[src/rtl/color_fsm_pkg.sv]
// Shared colour-FSM definitions: colour encoding, driver states, transition rule and LED expectation.
package color_fsm_pkg;
   typedef enum logic [1:0] {
      GREEN  = 2'b00,
      BLUE   = 2'b01,
      PINK   = 2'b10,
      YELLOW = 2'b11
   } color_t;

   typedef enum logic [2:0] {
      IDLE  = 3'd0,
      SETUP = 3'd1,
      PRESS = 3'd2,
      GAP   = 3'd3,
      DONE  = 3'd4
   } drv_state_t;

   localparam int CNT_W = 16;

   function automatic color_t color_next(input color_t s, input logic [1:0] sw);
      case (s)
         GREEN:   color_next = BLUE;
         BLUE:    color_next = sw[0] ? YELLOW : PINK;
         PINK:    color_next = sw[0] ? BLUE : GREEN;
         default: color_next = sw[1] ? YELLOW : GREEN;
      endcase
   endfunction

   function automatic logic [1:0] led_expect(input color_t s, input logic [1:0] sw);
      logic s1, s0;
      s1 = s[1];
      s0 = s[0];
      led_expect[0] = (!s1 & sw[0]) | !s0;
      led_expect[1] = (!s0 & sw[0]) | (!s1 & !sw[0]) | (s1 & s0 & sw[1]);
   endfunction
endpackage

[src/rtl/color_hop_planner.sv]
// Shortest-path routing table: picks the switch setting for the next press and the resulting colour.
module color_hop_planner
   import color_fsm_pkg::*;
(
   input  color_t      cur_state,
   input  color_t      target,
   output logic [1:0]  sw,
   output color_t      next_state
);
   always_comb begin
      sw = 2'b00;
      case (cur_state)
         BLUE:    if (target == YELLOW) sw = 2'b01;
         PINK:    if (target == BLUE || target == YELLOW) sw = 2'b01;
         default: sw = 2'b00;
      endcase
      next_state = color_next(cur_state, sw);
   end
endmodule

[src/rtl/color_path_driver.sv]
// Steers an external colour FSM to a target colour via timed button presses and switch setups.
// Optional LED cross-check against the modelled state is enabled with COLOR_DRV_VERIFY_EN.
module color_path_driver
   import color_fsm_pkg::*;
#(
   parameter int unsigned PRESS_CYCLES = 4,
   parameter int unsigned GAP_CYCLES   = 4
) (
   input  logic       clk,
   input  logic       rst,
   input  logic       start,
   input  logic [1:0] target,
   input  logic       resync,
   input  logic [1:0] leds,
   output logic       btn,
   output logic [1:0] sw,
   output logic       busy,
   output logic       done,
   output logic [1:0] cur_state,
   output logic       mismatch
);
   localparam logic [CNT_W-1:0] PRESS_LAST = CNT_W'(PRESS_CYCLES - 1);
   localparam logic [CNT_W-1:0] GAP_LAST   = CNT_W'(GAP_CYCLES - 1);

   drv_state_t       state, state_n;
   logic [CNT_W-1:0] cnt, cnt_n;
   color_t           cur_q, tgt_q, plan_tgt, plan_next;
   logic [1:0]       plan_sw;
   logic             accept, load_sw, step, check;

   // In IDLE the fresh request is planned directly; afterwards the latched target rules.
   assign plan_tgt = (state == IDLE) ? color_t'(target) : tgt_q;

   color_hop_planner u_planner (
      .cur_state  (cur_q),
      .target     (plan_tgt),
      .sw         (plan_sw),
      .next_state (plan_next)
   );

   always_comb begin
      state_n = state;
      cnt_n   = cnt + CNT_W'(1);
      accept  = 1'b0;
      load_sw = 1'b0;
      step    = 1'b0;
      check   = 1'b0;
      case (state)
         IDLE: begin
            cnt_n = '0;
            if (start && !resync) begin
               accept = 1'b1;
               if (color_t'(target) == cur_q) state_n = DONE;
               else begin
                  state_n = SETUP;
                  load_sw = 1'b1;
               end
            end
         end
         SETUP: if (cnt == GAP_LAST) begin
            state_n = PRESS;
            cnt_n   = '0;
         end
         PRESS: if (cnt == PRESS_LAST) begin
            state_n = GAP;
            cnt_n   = '0;
            step    = 1'b1;
         end
         GAP: if (cnt == GAP_LAST) begin
            check = 1'b1;
            cnt_n = '0;
            if (cur_q == tgt_q) state_n = DONE;
            else begin
               state_n = SETUP;
               load_sw = 1'b1;
            end
         end
         DONE: begin
            state_n = IDLE;
            cnt_n   = '0;
         end
         default: begin
            state_n = IDLE;
            cnt_n   = '0;
         end
      endcase
   end

   always_ff @(posedge clk) begin
      if (rst) begin
         state <= IDLE;
         cnt   <= '0;
         cur_q <= GREEN;
         tgt_q <= GREEN;
         btn   <= 1'b0;
         sw    <= 2'b00;
         busy  <= 1'b0;
         done  <= 1'b0;
      end else begin
         state <= state_n;
         cnt   <= cnt_n;
         btn   <= (state_n == PRESS);
         done  <= (state == DONE);
         if (accept) begin
            busy  <= 1'b1;
            tgt_q <= color_t'(target);
         end else if (state == DONE) begin
            busy <= 1'b0;
         end
         if (load_sw) sw <= plan_sw;
         if (step) cur_q <= plan_next;
         else if (state == IDLE && resync) cur_q <= GREEN;
      end
   end

   assign cur_state = cur_q;

`ifdef COLOR_DRV_VERIFY_EN
   logic mismatch_q;
   always_ff @(posedge clk) begin
      if (rst) mismatch_q <= 1'b0;
      else if (check && leds != led_expect(cur_q, sw)) mismatch_q <= 1'b1;
   end
   assign mismatch = mismatch_q;
`else
   logic unused_inputs;
   assign unused_inputs = ^{leds, check};
   assign mismatch      = 1'b0;
`endif
endmodule

[config.mk]
export PLATFORM = sky130hd
export DESIGN_NAME = color_path_driver
export DESIGN_NICKNAME = d
export VERILOG_FILES = /design/src/rtl/color_fsm_pkg.sv /design/src/rtl/color_hop_planner.sv /design/src/rtl/color_path_driver.sv
export SDC_FILE = /design/constraint.sdc
export NUM_CORES = 1
export LEC_CHECK = 0
export ABC_AREA = 1
export CORE_ASPECT_RATIO = 1.2
export CORE_MARGIN = 10
export CORE_UTILIZATION = 56
export CTS_CLUSTER_SIZE = 25
export DETAILED_ROUTE_END_ITERATION = 10
export GPL_TIMING_DRIVEN = 0
export PLACE_DENSITY = 0.89
export SYNTH_ARGS = -nofsm -noshare
export SYNTH_HDL_FRONTEND = slang
export SYNTH_SLANG_ARGS = --single-unit
export TNS_END_PERCENT = 20
[constraint.sdc]
create_clock -name clk -period 1.5 [get_ports clk]
set_input_delay 0.3 -clock clk [delete_from_list [all_inputs] [get_ports clk]]
set_output_delay 0.3 -clock clk [all_outputs]
set_load 0.01 [all_outputs]
Yosys cells after proc, flatten, opt, wreduce, memory -nomap -nowiden
Index checks and enable logic that the tools add are counted.

word-level totals
  bits in registers = 28
  bits of input ports = 8
  word-level logic and storage cells = 60

cells by class
  add/sub/neg operators = 1
  equal/unequal tests = 12
  muxes and demuxes = 28
  bitwise logic cells = 1
  reduce and logical (&&, ||, !) cells = 10

operators by type and width
  cell                                            count
  two-way mux 3 bit                               6
  adder 16 x 1 -> 16 bit, second input constant   1
  == test 16 x 2 -> 1 bit, second input constant  1
  two-way mux 1 bit                               14
  one-hot mux 3 bit (4 select lines)              1
  == test 3 x 2 -> 1 bit, second input constant   3
  two-way mux 2 bit                               4
  one-hot mux 2 bit (3 select lines)              1
  OR reduction 3 bit                              2
  == test 2 x 1 -> 1 bit, second input constant   2
  == test 2 bit                                   2
  == test 2 bit, second input constant            2
  one-hot mux 2 bit (2 select lines)              1
  nonzero test 2 bit                              2
  == test 3 x 1 -> 1 bit, second input constant   1
  == test 3 bit, second input constant            1
  zero test 3 bit                                 1
  logical AND 1 bit                               2
  zero test 2 bit                                 1
  one-hot mux 1 bit (2 select lines)              1
  zero test 1 bit                                 1
  logical OR 1 bit                                1
  NOT 1 bit                                       1

Depth between registers and ports, before layout
Gate-level depths: netlist (run 1).

  word-level depth = 9
  depth in mapped cells = 10
  depth with buffers taken out = 10

By module
A second synthesis (run 1) with hierarchy kept.

second synthesis, totals
  cells, all modules = 239
  area total of the unflattened synthesis = 1674.1 um2

by module, submodules not included
  module             instances  cells each  area each (um2)  sequential area each (um2)
  color_path_driver  1          222         1564.0           560.5
  color_hop_planner  1          17          110.1            0.0

Worst setup path after synthesis (run 1)
No wires, ideal clock.

  kind = flip-flop to flip-flop
  from = register cur_q[0] (netlist: cur_state[0])
  to = register sw[0]
  library setup time = 0.117 ns
  arrival = 1.278 ns
  data required time = 1.383 ns
  setup slack = 0.105 ns
  stages on the path, launching flop included = 8
  buffers on the path = 0
  cell sequence = dfxtp_1 > inv_1 > ha_1 > o21ai_0 > nand2_1 > nand3_1 > a21boi_0 > nor2_1

on the way
  cells in the longest elaborated chain, start to end = 4
  elaborated cells on any way between the ends = 10

RTL lines
  element                               line                                              source
  start, declared                       color_path_driver.sv:27                           color_t cur_q, tgt_q, plan_tgt, plan_next;
  start signal, assigned                color_path_driver.sv:111                          if (step) cur_q <= plan_next;
  == test 2 bit (on tied branches)      color_path_driver.sv:72, color_path_driver.sv:53
  two-way mux 1 bit (on tied branches)  color_path_driver.sv:72, color_path_driver.sv:53
  two-way mux 1 bit (on tied branches)  color_path_driver.sv:69, color_path_driver.sv:51
  one-hot mux 1 bit (2 select lines)    color_path_driver.sv:48                           case (state)
  end signal, assigned                  color_path_driver.sv:110                          if (load_sw) sw <= plan_sw;
  end, declared                         color_path_driver.sv:16                           output logic [1:0] sw,

Several ways; a longest one is shown, not always the timed one.
A chain may end at the register's enable or synchronous reset.

Worst setup path after layout (run 1)
  from = register cnt[0]
  to = register cnt[12]

on the way
  cells in the longest elaborated chain, start to end = 2
  elaborated cells on any way between the ends = 3

RTL lines
  element                                                         line                      source
  start, declared                                                 color_path_driver.sv:26   logic [CNT_W-1:0] cnt, cnt_n;
  start signal, assigned                                          color_path_driver.sv:101  cnt <= cnt_n;
  branches (longest 2 deep; another with adder 16 x 1 -> 16 bit)  n/a

Several ways; the timed one is not identified.

==> impl_results.md, run 1 <==
* Arr. time, crit path at 1630 ps
* Root buf cell: clkbuf_4
* Setup crit end kind: flop
* Detailed Route Iter0 Violations at 97
* CP Max Fanout at 10
* Avg Synthesized Cell Area at 6.587 µm²
* RSZ-0062 raised after global routing: no
* Hold_ws at 426.7 ps
* Grt ovf at 0
* Yosys top cell area share at 32.43%
* Largest net degree at the start of global routing at 15
* Initial antenna violation count at 0
* Dpl cell area at 0.001823 mm²
* Htree depth at 1
* Routability cong. at 0.8601
* Total wire length after detailed routing at 3487 µm
* Status: complete, no violations
* Syn. warnings at 0
* Post-route design area at 0.001909 mm²
* Area leader, netlist: dfxtp_1
* # setup viols final at 0
* DRC at 0
* TNS Setup at 0 ps
* Fin crit share at 92.97%
* Setup slack at placement at -207.3 ps
* Total core area at 0.002838 mm²
* #FFs+latches synth at 27
* Final net count at 289
* Routed Antenna Nets at 0
* Vias at 1530
* Required @ worst endpoint at 1740 ps
* Clk sinks at 27
* Vias in the first global route at 1439
* CP top delay family: simple AND/OR/NAND/NOR gates
* Share of layout cells above drive strength 1 at 19.64%
* Synth cell types at 28
* Met3 Use GR at 2.736%
* Slowest-stage cell, CP: dfxtp_2
* GRT Util Overall at 12.60%
* Die Width at 69.80 µm
* Flop pwr share at 62.9%
* Cells after Synth at 253
* Clk Latency, worst-skew pair at 330 ps
* Pleak at 0.8660 nW
* CTS Hold Buffers Added at 0
* First-pass GRT wire length at 5934 µm
* Worst setup path category: reg2reg
* CTS tree: yes
* Sw Pwr at 0.2885 mW
* Grt peak-use layer: met2
* Sw Ratio at 24.67%
* Mapped cell area at 0.001667 mm²
* Die H at 79.76 µm
* Crit path cell chain: ha_2 -> inv_2 -> nor2_1 -> nand2_1 -> nor2_4 -> nand2_2 -> nand3_4 -> buf_8 -> nor2_2
* Setup ws final at 105.5 ps
* TritonCTS Buffers at 3
* Initial Util at 58.73%
* Max_cap viols at 0
* Tmin final at 1395 ps
* Fill count at 245
* Routed WL per cell at 11.28 µm
* Synth top cells by count: 57 x nand2_1, 44 x nor2_1, 37 x inv_1, 27 x dfxtp_1, 19 x nand3_1
* Number of synthesized flops with an enable pin at 0
* CP startpoint: cnt[0]
* # IOs at 16
* Max IR drop VDD at 0.5930 mV
* Layout area overhead at 14.56%
* Reg clk slew, reported paths at 140 ps
* Register area share after synthesis at 32.43%
* Top post-synthesis cells by area: dfxtp_1 32%, nand2_1 13%, nor2_1 9.9%, inv_1 8.3%, nand3_1 5.7%
* Fin. Hold Viols at 0
* Worst R2R Start: cnt[0]
* Clock group share of total power at 27.2%
* Ys flop type: dfxtp_1
* Pins over their slew limit at 0
* Hold Startpoint: cnt[0]
* Worst Path Buf+Inv at 2
* Worst Setup Start Kind: flop
* Ant. Diodes at 0
* Pint at 0.8808 mW
* Combinational power share at 9.9%
* Cell with the most instances after synthesis: nand2_1
* Met1 global-route usage at 13.64%
* Clock buffer depth at 2
* Hold Crit Class: reg2reg
* Pwr per Cell Area at 612.4 mW/mm²
* Final HPWL DP at 2689 µm
* Fmax at 717.1 MHz
* GR Util met2 at 21.87%
* PortBufs at 11
* First drt pass iteration count at 4
* Final core occ at 67.28%
* Die ar. at 0.005567 mm²
* Asr flop ratio synth at 0%
* Cell Rows at 21
* Via/cell ratio at 4.951
* CP peak stage delay at 370 ps
* Clock Skew at 5.893 ps
## power groups by stage
| stage | clock (mW) | combinational [mW] | sequential, mW |
|---|---|---|---|
| 5_1_grt | 0.357 | 0.131 | 0.737 |
| 3_5_place_dp | 0 | 0.113 | 0.755 |
| 3_3_place_gp | 0 | 0.111 | 0.755 |
| 4_1_cts | 0.338 | 0.111 | 0.736 |
| 6_report | 0.318 | 0.116 | 0.736 |
| 2_1_floorplan | 0 | 0.0721 | 0.755 |
## registers in the layout, summed over array words and instances (netlist names)
name / count
cnt: 16
state: 3
cur_state: 2
tgt_q: 2
btn: 1
busy: 1
done: 1
sw: 1
## worst paths after layout
kind / to / slack (ps) / cells after the start
max: cnt[12] / 110 / 9
min: cnt[0] / 430 / 1
max reg2reg: cnt[12] / 110 / 9
min reg2reg: cnt[0] / 430 / 1
## cells by family (layout without fill, tap and decap cells)
| logic type | count (synthesis) | count (layout) | share of synthesized area (%) |
|---|---|---|---|
| simple gates | 151 | 151 | 42.79 |
| buf+inv | 45 | 66 | 11.26 |
| flops | 27 | 27 | 32.43 |
| compound gates | 22 | 22 | 8.484 |
| fa+ha+maj | 5 | 5 | 3.754 |
| xor+xnor | 2 | 2 | 1.051 |
| other cells | 1 | 2 | 0.2250 |
## layer usage
layer | up-vias | wire length, µm
met5 | - | 0
met4 | 0 | 80
met3 | 6 | 96
met2 | 23 | 1738
met1 | 672 | 1571
li1 | 829 | -
## stage by stage
step / instances / power [mW]
detailed placement: 299 / 0.8681
CTS: 303 / 1.185
global placement: 299 / 0.8651
finish: 309 / 1.169
floorplan: 254 / 0.8272
global route: 309 / 1.225
## cells in the final DEF, fill, tap and decap left out, drive strengths merged
master / count
ha: 5
clkinv: 1
conb: 2
o21ai: 5
dlygate4sd2: 6
or2: 2
nand2: 65
nor3b: 1
nand4: 5
clkdlybuf4s50: 5
a21boi: 1
inv: 41
clkbuf: 4
o21a: 1
nand3: 22
a21oi: 15
xor2: 2
dfxtp: 27
nor3: 5
buf: 9
nor2: 51
## cell type report
cell class              instances  area, µm²  share of cell area (%)
plain buffers                   3      30.03                   1.573
clock buffers                   4      26.28                   1.376
inverters                      42      157.7                   8.257
multi-input cells             182      954.7                   50.00
flip-flops and latches         27      550.5                   28.83
well taps                      34      42.54                   2.228
repair buffers                 17      147.6                   7.733
## timing repair
item,CTS,global route
setup endpoints to repair,18,15
gates resized for setup,13,5
pin swaps,0,1
buffers inserted,0,6
No activity file was read; power rests on OpenSTA's default activity.
==> run 2, diff against run 1 <==
- CORE_MARGIN: 10 -> default
==> impl_results.md, run 2 (synthesized netlist as in run 1, its figures left out) <==
* Die ar. at 0.003199 mm²
* Max_cap viols at 0
* Final HPWL DP at 2464 µm
* Dpl cell area at 0.001823 mm²
* Clk Latency, worst-skew pair at 330 ps
* Status: complete, no violations
* R2R cell count at 9
* Sw Pwr at 0.2926 mW
* Total wire length after detailed routing at 3280 µm
* Setup slack at placement at -220.1 ps
* RSZ-0062 raised after global routing: no
* Die Width at 51.80 µm
* Setup crit end kind: flop
* Reg clk slew, reported paths at 150 ps
* Post-route design area at 0.001944 mm²
* # IOs at 16
* Pint at 0.8835 mW
* Top flop regs: cnt (16), state (3)
* Worst setup path category: reg2reg
* Worst Setup Start Kind: flop
* Most common cell after layout, fill and taps aside: nand2_1
* Cell Rows at 21
* DRC at 0
* First-pass GRT wire length at 5223 µm
* Biggest register: cnt
* Share of layout cells above drive strength 1 at 20.15%
* GRT Util Overall at 22.31%
* Pins over their slew limit at 0
* Via/cell ratio at 5.003
* Clk sinks at 27
* Vias in the first global route at 1271
* Routability cong. at 0.8570
* Vias at 1536
* PortBufs at 11
* Clock buffer depth at 2
* TritonCTS Buffers at 3
* Detailed Route Iter0 Violations at 36
* Combinational power share at 10.0%
* CP startpoint: cnt[0]
* Fin. Hold Viols at 0
* Final core occ at 69.16%
* # setup viols final at 0
* Flop pwr share at 62.6%
* Required @ worst endpoint at 1750 ps
* Max IR drop VDD at 0.4234 mV
* CP Max Fanout at 8
* Critical path destination: cnt[1]
* Routed Antenna Nets at 0
* Clock Skew at 3.734 ps
* Fmax at 710.9 MHz
* Initial antenna violation count at 0
* Root buf cell: clkbuf_4
* First drt pass iteration count at 4
* Tmin final at 1407 ps
* Reg2reg setup slack at 90 ps
* Total core area at 0.002811 mm²
* Clock group share of total power at 27.4%
* Sw Ratio at 24.88%
* Final net count at 287
* Layout area overhead at 16.67%
* R2R Path End: cnt[1]
* Most frequent cells in the layout: 56 x nand2_1, 41 x nor2_1, 37 x inv_1
* Die H at 61.76 µm
* Pleak at 0.8929 nW
* Pwr per Cell Area at 604.9 mW/mm²
* Htree depth at 1
* Ant. Diodes at 0
* Largest net degree at the start of global routing at 15
* Initial Util at 59.28%
* Grt ovf at 0
* Post-layout power at 1.176 mW
* CTS tree: yes
* Worst R2R Start: cnt[0]
* Arr. time, crit path at 1660 ps
* Fin crit share at 93.78%
* Hold Crit Class: reg2reg
* Hold_ws at 486.4 ps
* Setup ws final at 93.25 ps
* Routed WL per cell at 10.68 µm
* Max FFs per register at 16
run 2: cell count changes in the layout (fill, tap and decap cells not counted), sizes merged:
| cell | change |
|---|---|
| buf | -3 |
| dlygate4sd2 | -2 |
| dlymetal6s2s | +2 |
| clkbuf | +1 |
run 2: critical path, cell delays in order, from the launching register on:
cell       delay (ps)
dfxtp_2           380
ha_4              150
inv_2              50
nor2_1             80
nand2_1            80
nor2_4            130
nand2_2            90
nand3_4           140
clkbuf_16         180
nor2_1             40
run 2: area by class of cell:
class,count,area (µm²)
Tap cell,34,42.54
Inverter,42,157.7
Sequential cell,27,550.5
Buffer,3,30.03
Fill cell,240,867.1
Timing Repair Buffer,15,157.7
Clock buffer,4,26.28
Multi-Input combinational cell,182,979.7
run 2: power groups by stage:
stage / combinational, mW / sequential, mW / clock, mW
finish: 0.117 / 0.736 / 0.322
global route: 0.133 / 0.738 / 0.347
detailed placement: 0.111 / 0.755 / 0
global placement: 0.110 / 0.755 / 0
CTS: 0.109 / 0.736 / 0.325
floorplan: 0.0721 / 0.755 / 0
run 2: how the worst min path moves through the flow:
stage / endpoint / slack (ps) / cells after the start / startpoint
6_report: busy / 490 / 2 / busy
5_1_grt: cnt[14] / 520 / 2 / cnt[14]
4_1_cts: cnt[0] / 440 / 1 / cnt[0]
3_5_place_dp: cnt[0] / 450 / 1 / cnt[0]
3_3_place_gp: cnt[0] / 440 / 1 / cnt[0]
2_1_floorplan: cur_state[0] / 360 / 1 / rst
run 2: layer usage:
metal	wire length, µm	GRT usage (%)
met3	94	2.676
met5	0	0
met2	1679	41.74
met1	1458	25.15
met4	48	10.81
run 2: metrics by stage:
stage | setup TNS [ps] | std cells
after floorplan | 0 | 254
after detailed placement | -2573 | 299
after global placement | -2040 | 299
final | 0 | 307
after CTS | 0 | 303
after global routing | 0 | 307
run 2: repair_timing:
| action | in CTS | in global routing |
|---|---|---|
| pin swaps | 0 | 3 |
| resized for setup | 11 | 11 |
| hold buffers | 0 | 0 |
| gates cloned | 0 | 1 |
| setup endpoints to repair | 16 | 19 |
| buffers inserted | 0 | 3 |
==> edit 1 (flow settings as in run 2) <==
Change the package constant `CNT_W` from 16 to 20.
--- a/src/rtl/color_fsm_pkg.sv
+++ b/src/rtl/color_fsm_pkg.sv
@@ -15,7 +15,7 @@
       DONE  = 3'd4
    } drv_state_t;
 
-   localparam int CNT_W = 16;
+   localparam int CNT_W = 20;
 
    function automatic color_t color_next(input color_t s, input logic [1:0] sw);
       case (s)
Check against the original RTL: no difference found for any inputs over 10 cycles, from zero or initial values and one cycle with rst high; that may be too few to reach the edited logic, so the function may still have changed.
==> edit 1 against run 2 <==
Total power is 18% higher. Design area increased by 18%. Area after synthesis up 14%. Setup slack worse by 69 ps. Clock power rose by 34%. Cell count is 13% higher. Sequential cell count is 4 higher. First-iteration DRC count increased by 89%. Critical path type unchanged. Utilization is 3.6 points higher. Routed wire length up 37%. Via count grew 23%.
==> edit 1: results (changes against run 2) <==
| Metric | Value |
|---|---|
| Maximum clock skew at final layout | 8.49 ps (+4.76 ps) |
| DR WL/cell | 12.9 µm (+21%) |
| # fillers | 254 (+5.8%) |
| Switching power of the nets | 0.344 mW (+18%) |
| Met2 Usage GRT | 0.467 (+0.0494) |
| Result of the run | finished clean |
| Most used standard cells in the synthesized netlist | nand2_1 (57), nor2_1 (49), inv_1 (40), dfxtp_1 (31), nand3_1 (24) |
| Non-clock buffer share of cell area | 0.0843 (-0.0122) |
| FFs & Latches | 31 (+15%) |
| Half-perimeter wire length after placement | 3090 µm (+25%) |
| Fraction of layout cells with a size suffix above 1 | 0.232 (+0.0300) |
| Maximum number of pins on one net before global-route repair | 11 (-4) |
| Number of cells traversed by the worst register-to-register path | 8 (-1) |
| Number of clock buffers inserted by TritonCTS | 5 (+2) |
| GR met3 Demand/Resource | 0.0556 (+0.0288) |
| Combined global-route utilization of all metal layers | 0.260 (+0.0369) |
| Die outline area | 0.00362 mm² (+13%) |
| CP max FO | 5 (-3) |
| Launch point of the worst path | cnt[1] |
| Synth-to-Final Area Change | 20.8% |
| Min Hold Slack | 469 ps (-17.4 ps) |
| Comb_multi_in | 208 (+14%) |
| Number of signal-net inverters in the final layout | 45 (+7.1%) |
| Weighted congestion at the end of routability-driven global placement | 0.858 (+0.13%) |
| Number of vias per cell after detailed routing | 5.43 (+8.5%) |
| Met1 layer usage reported by global route | 0.273 (+0.0215) |
## edit 1: critical path, stage by stage, from the launching register on
cell and delay, ps:
dfxtp_4 360, ha_4 160, nand2_4 60, nor2_4 170
inv_2 80, nor2_4 130, nand3_2 90, or2_0 230
a21oi_1 130
## edit 1: power groups by stage
stage / clock network [mW] / logic [mW] / registers, mW
floorplan: 0 / 0.0650 / 0.863
global placement: 0 / 0.104 / 0.862
detailed placement: 0 / 0.107 / 0.863
CTS: 0.440 / 0.108 / 0.841
global route: 0.480 / 0.130 / 0.839
finish: 0.433 / 0.117 / 0.838
## edit 1: cell families (layout without fill, tap and decap cells)
family | count (synthesis) | in the layout | synth area share
flops | 31 | 31 | 0.328
fa+ha+maj | 5 | 5 | 0.0331
other cells | 1 | 2 | 0.00198
simple gates | 168 | 168 | 0.420
xor+xnor | 10 | 10 | 0.0503
compound gates | 23 | 23 | 0.0655
buf+inv | 48 | 72 | 0.101
==> edit 2 (settings of run 2) <==
Without the edit above. Remove the register `btn`: a continuous assignment takes its place, so the output `btn` follows one clock earlier.
--- a/src/rtl/color_path_driver.sv
+++ b/src/rtl/color_path_driver.sv
@@ -92,14 +92,12 @@
          cnt   <= '0;
          cur_q <= GREEN;
          tgt_q <= GREEN;
-         btn   <= 1'b0;
          sw    <= 2'b00;
          busy  <= 1'b0;
          done  <= 1'b0;
       end else begin
          state <= state_n;
          cnt   <= cnt_n;
-         btn   <= (state_n == PRESS);
          done  <= (state == DONE);
          if (accept) begin
             busy  <= 1'b1;
@@ -112,6 +110,8 @@
          else if (state == IDLE && resync) cur_q <= GREEN;
       end
    end
+
+   assign btn = (state_n == PRESS);
 
    assign cur_state = cur_q;
 
Function: changed (a bounded check fails within 10 cycles, from zero or initial values and one cycle with rst high).
==> edit 2 against run 2 <==
The flow now finishes with violations (negative setup slack). Setup slack lost 670 ps. Critical path depth grew 2. Maximum frequency down 32%. Die area fell by 6.5%. Global-route usage is 3.6 points higher. Area after synthesis shrank 6.7%. Total power is 8.7% higher. Routed wire length rose by 7.9%. Design area fell by 2.1%. Sequential cell count down 1. Clock skew about the same. Critical path type is now reg -> out. Largest cell class unchanged.
==> edit 2: results (changes against run 2) <==
| Metric | Value |
|---|---|
| Result of the run | finished with violations |
| Violated checks | negative setup slack |
| Hold Path Sink | state[2] |
| Maximum number of pins on one net before global-route repair | 16 (+1) |
| Cts repair resizes | 18 (+7) |
| Smallest setup slack after layout | -576 ps (-669 ps) |
| Post-synthesis share of cell area spent on xor and xnor gates | 0.0282 (+0.0176) |
| Number of cells traversed by the worst register-to-register path | 13 (+4) |
| Setup violators final | 3 (+3) |
| Combined global-route utilization of all metal layers | 0.259 (+0.0355) |
| Combinational cell fraction of total power | 0.068 (-0.032) |
| Share of the synthesized area in compound gates (AO/OA/AOI/OAI) | 0.0885 (+0.00366) |
| Placement-stage cell area | 0.00172 mm² (-5.6%) |
| Register-to-register setup slack | -200 ps (-290 ps) |
| Final wirelength | 3540 µm (+7.9%) |
| Power share of the sequential group | 0.551 (-0.075) |
| Fraction of layout cells with a size suffix above 1 | 0.178 (-0.0237) |
| Most used standard cells in the synthesized netlist | nand2_1 (53), nor2_1 (52), inv_1 (35), dfxtp_1 (26), nand3_1 (16) |
| Destination of the worst register-to-register timing path | state[0] |
| Min-Delay Path Class | in -> reg |
| # fillers | 207 (-14%) |
| Number of vias after detailed routing | 1,526 (-0.65%) |
| Count of cell types in the netlist | 26 (-7.1%) |
| Sequential group power | 0.705 mW (-4.2%) |
| # Post-CTS Setup Buffers | 9 (+9) |
| CP max FO | 4 (-4) |
| Sequential cell area fraction in the yosys report | 0.335 (+0.0103) |
| Number of I/O port buffers | 10 (-1) |
| Area share of fa/ha/maj cells after synthesis | 0.0402 (+0.00269) |
| Reg-to-reg startpoint | cnt[1] |
| Largest cells by area after synthesis | dfxtp_1 (33%), nand2_1 (13%), nor2_1 (13%) |
| Min Hold Slack | 267 ps (-219 ps) |
| Weighted congestion at the end of routability-driven global placement | 0.918 (+7.1%) |
| Leak | 0.827 nW (-7.4%) |
| Instance count after placement with tap cells included | 289 (-3.3%) |
| Net switching fraction of the power | 0.213 (-0.0357) |
| Sum Neg Setup Slack | -904 ps (-904 ps) |
| HP Start | rst |
| Worst vdd rail ir drop | 0.508 mV (+20%) |
| Final-stage net count | 284 (-1.0%) |
| Number of standard cells after synthesis | 245 (-3.2%) |
| Half-perimeter wire length after placement | 2500 µm (+1.5%) |
| First-pass GRT wire length | 5900 µm (+13%) |
-- edit 2: changes by cell type after synthesis, sizes merged --
cell	run 2	this run
nand4	5	3
o21ai	5	7
nand2	65	56
clkinv	1	0
or2	2	1
nor3	5	11
dfxtp	27	26
nor2	51	54
nand3	22	16
xor2	2	4
a31oi	0	2
xnor2	0	1
clkbuf	0	1
inv	41	36
-- edit 2: cells by family after synthesis --
| kind of cell | after synthesis |
|---|---|
| flip-flops | 26 |
| other | 1 |
| AO/OA/AOI/OAI | 26 |
| adder cells (fa/ha/maj) | 5 |
| XOR/XNOR | 5 |
| AND/OR/NAND/NOR | 142 |
| buffers and inverters | 40 |
-- edit 2: layer usage --
layer | wire length, µm | vias to the layer above | global-route usage
met3 | 99 | 10 | 0.0305
met2 | 1960 | 34 | 0.516
li1 | - | 816 | -
met1 | 1410 | 666 | 0.275
met4 | 61 | 0 | 0.0857
met5 | 0 | - | 0
-- edit 2: worst max-delay path, cell delays in order, from the launching register on --
cell	delay, ps
dfxtp_2	380
ha_4	160
inv_2	40
nor2_2	80
nand2_1	70
nor2_2	160
nand2_1	80
nor2_2	160
a21oi_2	50
nand2_1	110
nor2_2	40
buf_2	130
-- edit 2: final cells by class --
cell class	count	area (µm²)	area share
plain buffers	4	30.0	0.0158
multi-input cells	180	938	0.493
clock buffers	3	22.5	0.0118
repair buffers	20	175	0.0920
well taps	33	41.3	0.0217
inverters	36	135	0.0710
flip-flops and latches	26	531	0.279
clock inverters	1	30.0	0.0158
-- edit 2: how the worst max path moves through the flow --
stage               startpoint  endpoint  slack (ps)
floorplan               cnt[1]       btn         -20
global placement     target[1]       btn        -940
detailed placement   target[0]       btn        -960
CTS                     cnt[0]       btn        -510
global route            cnt[1]       btn        -720
finish                  cnt[1]       btn        -580
